### config.mk
export PLATFORM = sky130hd
export DESIGN_NAME = addition_stage4
export DESIGN_NICKNAME = d
export VERILOG_FILES = /design/src/rtl/addition_stage4.sv
export SDC_FILE = /design/constraint.sdc
export NUM_CORES = 1
export LEC_CHECK = 0
export BUFFER_PORTS_ARGS = -buffer_cell sky130_fd_sc_hd__buf_2
export CAP_MARGIN = 20
export CELL_PAD_IN_SITES_DETAIL_PLACEMENT = 1
export CELL_PAD_IN_SITES_GLOBAL_PLACEMENT = 1
export CORE_ASPECT_RATIO = 0.6
export CORE_MARGIN = 2
export CORE_UTILIZATION = 40
export CTS_CLUSTER_SIZE = 8
export DETAILED_ROUTE_END_ITERATION = 16
export GPL_TIMING_DRIVEN = 0
export PLACE_DENSITY_LB_ADDON = 0.1
export SYNTH_ARGS = -nofsm -noshare
export SYNTH_HDL_FRONTEND = slang
export SYNTH_SLANG_ARGS = --single-unit
### constraint.sdc
create_clock -name clk_in -period 2.85 [get_ports clk_in]
set_input_delay 0.285 -clock clk_in [delete_from_list [all_inputs] [get_ports clk_in]]
set_output_delay 0.285 -clock clk_in [all_outputs]
set_load 0.1 [all_outputs]
### src/rtl/addition_stage4.sv
// Normalization stage of the single-precision FP adder: iterative one-bit-per-cycle
// left normalization; define NORM_FAST_LZC_EN for a single-cycle leading-zero-count shift.
module addition_stage4 #(
    parameter int MENT_WIDTH = 23,
    parameter int EXP_WIDTH  = 8
) (
    input  logic                  clk_in,
    input  logic                  rst_n_in,
    input  logic                  in_valid_in,
    output logic                  in_ready_out,
    input  logic [MENT_WIDTH+1:0] sum_in,
    input  logic [EXP_WIDTH-1:0]  exp_in,
    input  logic                  sign_in,
    output logic                  out_valid_out,
    input  logic                  out_ready_in,
    output logic [MENT_WIDTH-1:0] mant_out,
    output logic [EXP_WIDTH-1:0]  exp_out,
    output logic                  sign_out,
    output logic                  zero_out,
    output logic                  overflow_out,
    output logic                  underflow_out
);
    localparam int SW = MENT_WIDTH + 2;

    typedef enum logic [1:0] {S_IDLE, S_SHIFT, S_DONE} state_t;

    state_t                 r_state, w_state_nxt;
    logic [SW-1:0]          r_sum, w_sum_nxt;
    logic [EXP_WIDTH-1:0]   r_exp, w_exp_nxt, w_exp_inc;
    logic                   r_sign, r_zero, r_ovf, r_unf;
    logic                   w_zero_nxt, w_ovf_nxt, w_unf_nxt;
    logic                   w_fin;

`ifdef NORM_FAST_LZC_EN
    logic [31:0]            w_lz, w_em1, w_sh;
    logic [SW-1:0]          w_sum_sh;
`endif

    assign w_exp_inc = r_exp + EXP_WIDTH'(1);

`ifdef NORM_FAST_LZC_EN
    // Leading zeros of hidden+fraction; the ascending loop keeps the highest set bit.
    always_comb begin
        w_lz = 32'(MENT_WIDTH + 1);
        for (int i = 0; i <= MENT_WIDTH; i++) begin
            if (r_sum[i]) w_lz = 32'(MENT_WIDTH - i);
        end
        w_em1    = 32'(r_exp) - 32'd1;
        w_sh     = (w_lz < w_em1) ? w_lz : w_em1;
        w_sum_sh = r_sum << w_sh;
    end
`endif

    // One SHIFT evaluation on the working registers; w_fin says whether DONE follows.
    always_comb begin
        w_sum_nxt  = r_sum;
        w_exp_nxt  = r_exp;
        w_zero_nxt = r_zero;
        w_ovf_nxt  = r_ovf;
        w_unf_nxt  = r_unf;
        w_fin      = 1'b1;
        if (r_sum == '0) begin
            w_exp_nxt  = '0;
            w_zero_nxt = 1'b1;
        end else if (r_sum[SW-1]) begin
            w_sum_nxt = r_sum >> 1;
            w_exp_nxt = w_exp_inc;
            if (w_exp_inc == '1) begin
                w_sum_nxt = '0;
                w_ovf_nxt = 1'b1;
            end
        end else if (r_sum[MENT_WIDTH]) begin
            w_fin = 1'b1;
        end else if (r_exp == '0) begin
            w_fin = 1'b1;
`ifdef NORM_FAST_LZC_EN
        end else begin
            w_sum_nxt = w_sum_sh;
            w_exp_nxt = r_exp - w_sh[EXP_WIDTH-1:0];
            if (!w_sum_sh[MENT_WIDTH]) begin
                w_exp_nxt = '0;
                w_unf_nxt = 1'b1;
            end
        end
`else
        end else if (r_exp == EXP_WIDTH'(1)) begin
            w_exp_nxt = '0;
            w_unf_nxt = 1'b1;
        end else begin
            w_sum_nxt = r_sum << 1;
            w_exp_nxt = r_exp - EXP_WIDTH'(1);
            w_fin     = 1'b0;
        end
`endif
    end

    always_ff @(posedge clk_in or negedge rst_n_in) begin
        if (!rst_n_in) r_state <= S_IDLE;
        else           r_state <= w_state_nxt;
    end

    always_comb begin
        w_state_nxt = r_state;
        case (r_state)
            S_IDLE:  if (in_valid_in) w_state_nxt = S_SHIFT;
            S_SHIFT: if (w_fin)       w_state_nxt = S_DONE;
            S_DONE:  if (out_ready_in) w_state_nxt = S_IDLE;
            default: w_state_nxt = S_IDLE;
        endcase
    end

    always_comb begin
        in_ready_out  = (r_state == S_IDLE);
        out_valid_out = (r_state == S_DONE);
        mant_out      = r_sum[MENT_WIDTH-1:0];
        exp_out       = r_exp;
        sign_out      = r_sign;
        zero_out      = r_zero;
        overflow_out  = r_ovf;
        underflow_out = r_unf;
    end

    always_ff @(posedge clk_in or negedge rst_n_in) begin
        if (!rst_n_in) begin
            r_sum  <= '0;
            r_exp  <= '0;
            r_sign <= 1'b0;
            r_zero <= 1'b0;
            r_ovf  <= 1'b0;
            r_unf  <= 1'b0;
        end else begin
            case (r_state)
                S_IDLE: if (in_valid_in) begin
                    r_sum  <= sum_in;
                    r_exp  <= exp_in;
                    r_sign <= sign_in;
                    r_zero <= 1'b0;
                    r_ovf  <= 1'b0;
                    r_unf  <= 1'b0;
                end
                S_SHIFT: begin
                    r_sum  <= w_sum_nxt;
                    r_exp  <= w_exp_nxt;
                    r_zero <= w_zero_nxt;
                    r_ovf  <= w_ovf_nxt;
                    r_unf  <= w_unf_nxt;
                end
                default: ;
            endcase
        end
    end
endmodule

Word level (Yosys, flattened, before mapping)
Index checks and enable logic that the tools add are counted.
- output and inout port bits: 37
- flip-flop bits (word level): 39
- input bits: 38
- eq/ne operators: 20
- add/sub/neg operators: 2
- reductions and logical operators: 12
- multiplexer cells: 37
- operator list (cell ; count):
    $mux 24 ; 4
    $mux 25 ; 3
    $pmux 25 s2 ; 1
    $mux 8 ; 6
    $logic_not 25->1 ; 1
    $ne 2x2->1 const B ; 10
    $pmux 8 s2 ; 1
    $mux 1 ; 15
    $ne 3x3->1 const B ; 3
    $reduce_and 3->1 ; 3
    $add 8x1->8 const B ; 1
    $eq 8x1->1 const B ; 1
    $eq 8x8->1 const B ; 1
    $logic_not 8->1 ; 1
    $ne 4x4->1 const B ; 2
    $sub 8x1->8 const B ; 1
    $reduce_and 7->1 ; 1
    $mux 2 ; 3
    $pmux 1 s2 ; 3
    $pmux 2 s3 ; 1
    $reduce_and 6->1 ; 1
    $reduce_and 5->1 ; 1
    $reduce_and 4->1 ; 1
    $eq 2x1->1 const B ; 1
    other kinds (5) ; 5

Longest topological paths before layout
Gate-level depths: netlist of run 1.
- word-level depth: 8
- mapped depth: 8
- gate-level depth less buffers: 7

Worst setup path after synthesis of run 1
No wires, ideal clock.
- kind: register to register
- start point: register r_state[0]
- end point: register r_exp[3], in the netlist exp_out[3]
- clock period less this slack: 2838 ps
- path slack: 12 ps
- data required time: 2739 ps
- arrival: 2727 ps
- path buffers: 1
- stages on the path, launching flop included: 6
- path through: dfrtp_1 > nor2_1 > and2_1 > clkbuf_1 > o32ai_4 > a2111oi_2
- word-level cells in the longest chain between the ends: 3
- ends and longest elaborated chain (element ; line ; text):
    start, declared ; 27 ; state_t r_state, w_state_nxt;
    start signal, assigned ; 99 ; else r_state <= w_state_nxt;
    $logic_not 2->1 (*) ; -- ;
    net in_ready_out ; 10 ; output logic in_ready_out,
    $ne 2x2->1 (no source line) / $reduce_bool 2->1 (equally long branches) ; -- ;
    $reduce_and 4->1 (no source line) ; -- ;
    end signal, assigned ; 135 ; r_exp <= exp_in;
    end signal, assigned ; 143 ; r_exp <= w_exp_nxt;
    end, declared ; 29 ; logic [EXP_WIDTH-1:0] r_exp, w_exp_nxt, w_exp_inc;
The timed path passes the listed nets; every way through them passes the cells marked *.
A chain may end at the register's enable or synchronous reset.

Worst setup path in the final report of run 1
- start point: register r_exp[0], in the netlist exp_out[0]
- end point: register r_sum[2]
- word-level cells in the longest chain between the ends: 6
- ends and longest elaborated chain (element ; line ; text):
    $add 8x1->8 ; 39 ; assign w_exp_inc = r_exp + EXP_WIDTH'(1);
    $eq 8x8->1 ; 68 ; if (w_exp_inc == '1) begin
    $mux 24 ; 68 ;
    $mux 25 ; 65 ; end else if (r_sum[SW-1]) begin
    $mux 25 ; 62 ; if (r_sum == '0) begin
    $pmux 25 s2 ; 132 ; case (r_state)
    end signal, assigned ; 134 ; r_sum <= sum_in;
    end signal, assigned ; 142 ; r_sum <= w_sum_nxt;
    end, declared ; 28 ; logic [SW-1:0] r_sum, w_sum_nxt;
Several ways; a longest one is shown, not always the timed one. The select of a mux whose other input is x is not followed.

==> impl_metrics.toml, run 1 <==
[critical_path]
path_class = "register to register"
cp.arrival_ps = 2600
regToRegStartpoint = "exp_out[0]$_DFFE_PN0P_"
required_ps = 3000
crit_path_end = "r_sum[2]$_DFFE_PN0P_"
cp_max_fo = 10
endpoint_kind = "register"
r2r_end = "r_sum[2]$_DFFE_PN0P_"
reg2reg_slack_ps = 400
r2r_cells = 8
critPathLaunch = "exp_out[0]$_DFFE_PN0P_"
critPathLaunchType = "register"

[die]
start_util_pct = 41.42
row_count = 23
die_area_um2 = 7616
dieHeight_um = 68.41
core_area_um2 = 6676
die_w_um = 111.3
io_pins = 75

[clock_tree]
cts_buffers = 5
clockBufferDepth = 2
htree_levels = 2
post_cts_buffers = 0
cts.sinks = 39
clk_pin_slew_worst_paths_ps = 60
cts_tree = "yes"
cts_resized = 0
cts-hold-fix-buffers = 0
root_buffer = "clkbuf_16"
worst_skew_pair.late_latency_ps = 280

[synthesis]
synthSimpleGateAreaFrac_pct = 14.03
synthMuxAreaShare_pct = 9.502
synth_top_family_by_area = "compound AO/OA/AOI/OAI gates"
syn_avg_cell_area_um2 = 9.635
syn-num-nets = 330
syn_inst = 287
synth_seq_cells = 39
ys_async_sr_fraction_pct = 100.0
synth_compound_area_share_pct = 23.57
yosysWarningCount = 0
yosys_most_used_dff = "dfrtp_1"
ys_seq_area_share_pct = 35.29
syn-cell-area_um2 = 2765
synth.distinct_cells = 53
synth-adder-area-share_pct = 2.262
synth_xor_area_share_pct = 0
synth_enable_flop_cells = 0

[timing]
worst_pin_slew_ps = 915.3
final.setup.worst_slack_ps = 395.5
hold_viol = 0
period_needed_ps = 2454
grt_setup_unrepaired = "false"
max_freq_ghz = 0.4074
fin_tns_setup_ps = 0
setup_viol = 0
drv_slew = 0
clock-skew-final_ps = 5.662
slew_headroom_pct = 38.98
period_share_pct = 86.12

[grt]
antenna_found_initial = 0
track_usage_pct = 23.91
grt_pass1_wl_um = 14190
grt_pass1_vias = 2627
grt_max_degree = 40
gr-total-overflow = 0

[drt]
wire_per_inst_um = 19.35
via_per_inst = 5.736
ant_nets = 0
drt_first_iter_violations = 267
wirelength_um = 8784
drt-pass1-iter-count = 6
vias = 2604
drc = 0

[layout]
area_growth_syn_to_layout_pct = 21.99
nets = 411
final_cell_mix = "buf_2, dfrtp_1, inv_1"
fill_cells = 805
drive_gt1_share_pct = 34.33
antenna_cells = 0
final_common_cell = "buf_2"

[worst_hold_path]
hp-class = "input port to async pin"

[place]
hpwl_um = 6437
routabilityCongestion = 0.9018
port-buffer-count = 74
pre_cts_ws_ps = 392.7

[outcome]
outcome = "finished clean"

[run]
cap_violations = 0
[cell families after synthesis]
family / after synthesis
AO/OA/AOI/OAI: 70
adder cells (fa/ha/maj): 5
buffers and inverters: 76
flip-flops: 39
multiplexers: 26
AND/OR/NAND/NOR: 71
[worst min path at each step]
stage	cells after the start	slack, ps	end	startpoint
finish	1	140	r_sum[2]$_DFFE_PN0P_	rst_n_in
detailed placement	2	460	sign_out$_DFFE_PN0P_	sign_out$_DFFE_PN0P_
global placement	2	460	sign_out$_DFFE_PN0P_	sign_out$_DFFE_PN0P_
CTS	1	170	r_sum[2]$_DFFE_PN0P_	rst_n_in
global route	1	210	r_sum[2]$_DFFE_PN0P_	rst_n_in
floorplan	0	-10	exp_out[0]$_DFFE_PN0P_	rst_n_in
[Yosys cell counts, drive strengths merged, types with 4 or more instances]
cell	n	area, um2
mux2i	24	240.2
a22oi	4	30.03
buf	37	277.8
nor4	7	58.81
dfrtp	39	975.9
o211ai	6	50.05
clkbuf	9	33.78
a211oi	4	40.03
a31oi	8	50.05
nor3	8	40.04
nor2	11	43.80
a21oi	5	28.78
and3	5	31.28
nor2b	4	25.02
nand3	11	55.05
ha	5	62.56
a222oi	22	220.2
inv	30	112.6
nand2	13	48.80
[per-layer routing]
layer	track usage (%)	routed length, um	vias to the layer above	share of wire, %
met5	0	0	-	0
met3	4.252	561	6	6.4
met2	35.37	3577	97	41
met1	36.59	4592	1279	52
li1	-	-	1222	-
met4	4.630	53	0	0.60
[registers in the layout (all words and copies together), names as in the netlist]
register and count:
r_state 2, sign_out 1, r_sum 25, underflow_out 1
zero_out 1, overflow_out 1, exp_out 8
[critical path, stage by stage (launching register included)]
cell,delay [ps]
dfrtp_1,450
inv_1,180
ha_1,180
nand3_1,130
nor4_1,420
a211oi_2,200
buf_2,230
a222oi_1,400
mux2i_1,130
[metrics by stage]
stage               utilization, %  cell area (um2)  cells  hold slack [ps]
floorplan                        -             2765    287           -10.59
global placement             48.59             3244    448            457.5
detailed placement           48.59             3244    448            464.6
CTS                          50.52             3373    454            173.4
global route                 50.52             3373    454            208.4
finish                       50.52             3373    454            138.5
[final cells by class]
| class | instances | area [um2] | area share [%] |
|---|---|---|---|
| Clock buffer | 6 | 128.9 | 3.820 |
| Timing Repair Buffer | 74 | 370.4 | 10.98 |
| Inverter | 30 | 112.6 | 3.338 |
| Multi-Input combinational cell | 172 | 1365 | 40.47 |
| Buffer | 46 | 311.5 | 9.236 |
| Sequential cell | 39 | 975.9 | 28.93 |
| Tap cell | 87 | 108.9 | 3.227 |
Power of run 1 is not shown: default switching activity piles up to over one toggle a cycle in this logic, so the estimate is an artifact.
==> run 2: changes to the inputs <==
- CELL_PAD_IN_SITES_GLOBAL_PLACEMENT: 1 -> 2
- CORE_UTILIZATION: 40 -> 32
==> run 2 against run 1 <==
Sequential share of layout area fell by 0.64 points. Critical path depth did not move. Critical endpoint is now r_sum[1]$_DFFE_PN0P_. Core utilization fell by 9.7 points. Clock-buffer cell count did not move. Fmax fell by 2.2%. Worst setup slack got worse by 54 ps. Highest routed layer unchanged. Final area rose by 2.3%. Flip-flop and latch count did not move. Via count fell by 0.77%.
==> impl_metrics.toml, run 2 (synthesis gave the netlist of run 1 again) <==
[clock_tree]
worst_skew_pair.late_latency_ps = 290
cts_tree = "yes"
root_buffer = "clkbuf_16"
cts-hold-fix-buffers = 0
post_cts_buffers = 0
cts_resized = 0
clockBufferDepth = 2
cts.sinks = 39
cts_buffers = 5
clk_pin_slew_worst_paths_ps = 60
htree_levels = 2

[drt]
vias = 2584
via_per_inst = 5.372
drt-pass1-iter-count = 9
wirelength_um = 8949
drc = 0
wire_per_inst_um = 18.60
ant_nets = 0
drt_first_iter_violations = 321

[place]
routabilityCongestion = 0.8577
port-buffer-count = 74
numPlacedInstances = 473
hpwl_um = 6664
pre_cts_ws_ps = 343.4

[layout]
drive_gt1_share_pct = 34.96
area_growth_syn_to_layout_pct = 24.75
largest_register = "r_sum"
nets = 411
largest_reg_flops = 25
final_cell_mix = "buf_2, dfrtp_1, inv_1"
antenna_cells = 0
layout.cells.non_filler = 481
fill_cells = 1010
final_common_cell = "buf_2"

[grt]
gr-total-overflow = 0
antenna_found_initial = 0
grt_pass1_vias = 2651
grt_max_degree = 40
grt_pass1_wl_um = 14640
track_usage_pct = 20.10

[die]
die_w_um = 124.0
core_area_um2 = 8458
die_area_um2 = 9425
start_util_pct = 32.69
row_count = 26
dieHeight_um = 76.01
io_pins = 75

[critical_path]
max_stage_delay_ps = 470
cp_num_buf_inv = 2
path_cells = "inv_1 > ha_1 > nand3_1 > nor4_1 > a211oi_2 > buf_2 > a222oi_1 > mux2i_1"
path_class = "register to register"
endpoint_kind = "register"
cp.arrival_ps = 2660
cp_top_family = "compound AO/OA/AOI/OAI gates"
cp_max_fo = 10
slowest_stage = "dfrtp_1"
required_ps = 3000
critPathLaunchType = "register"

[worst_hold_path]
hp-class = "input port to async pin"

[timing]
grt_setup_unrepaired = "false"
hold_viol = 0
max_freq_ghz = 0.3987
setup_viol = 0
period_share_pct = 88.01
final.setup.worst_slack_ps = 341.6
slew_headroom_pct = 36.67
drv_slew = 0
worst_pin_slew_ps = 949.9
fin_tns_setup_ps = 0
period_needed_ps = 2508
clock-skew-final_ps = 7.406

[run]
cap_violations = 0

[outcome]
outcome = "finished clean"
run 2: changes by cell type in the layout (fill, tap and decap cells not counted), sizes merged:
cell,delta
clkinv,+1
bufinv,+1
run 2: worst reg2reg max path, delay by kind of cell (launching register included):
family / cells / cell delay, ps
compound gates: 2 / 580
fa+ha+maj: 1 / 180
buf+inv: 2 / 440
flops: 1 / 470
mux: 1 / 130
simple gates: 2 / 570
run 2: final cells by class:
class / instances / area (um2) / share of cell area (%)
buffer: 46 / 311.5 / 9.032
sequential: 39 / 975.9 / 28.29
inverter: 30 / 112.6 / 3.264
tap: 112 / 140.1 / 4.062
timing repair buffer: 74 / 370.4 / 10.74
clock inverter: 2 / 35.03 / 1.016
clock buffer: 6 / 138.9 / 4.026
multi-input combinational: 172 / 1365 / 39.57
run 2: final timing paths:
| check | cells past startpoint | slack, ps | to | start |
|---|---|---|---|---|
| worst min-delay path | 1 | 150 | r_sum[19]$_DFFE_PN0P_ | rst_n_in |
| worst max register to register | 8 | 340 | r_sum[1]$_DFFE_PN0P_ | exp_out[0]$_DFFE_PN0P_ |
| worst max-delay path | 8 | 340 | r_sum[1]$_DFFE_PN0P_ | exp_out[0]$_DFFE_PN0P_ |
| max in group asynchronous | 1 | 2110 | exp_out[2]$_DFFE_PN0P_ | rst_n_in |
| min in group clk_in | 3 | 190 | sign_out$_DFFE_PN0P_ | sign_in |
| worst min register to register | 2 | 480 | sign_out$_DFFE_PN0P_ | sign_out$_DFFE_PN0P_ |
run 2: metrics by stage:
| stage | hold WS (ps) | instance area (um2) | util (%) |
|---|---|---|---|
| global placement | 457.5 | 3276 | 38.73 |
| floorplan | -10.59 | 2765 | - |
| detailed placement | 467.3 | 3276 | 38.73 |
| global route | 215.7 | 3450 | 40.78 |
| finish | 147.9 | 3450 | 40.78 |
| CTS | 185.9 | 3450 | 40.78 |
run 2: routing by layer:
| layer | global-route usage, % | wire, um |
|---|---|---|
| met1 | 33.13 | 4817 |
| met2 | 26.21 | 3440 |
| met3 | 4.192 | 622 |
| met4 | 4.045 | 68 |
| met5 | 0 | 0 |
Power of run 2 is left out for the same reason.
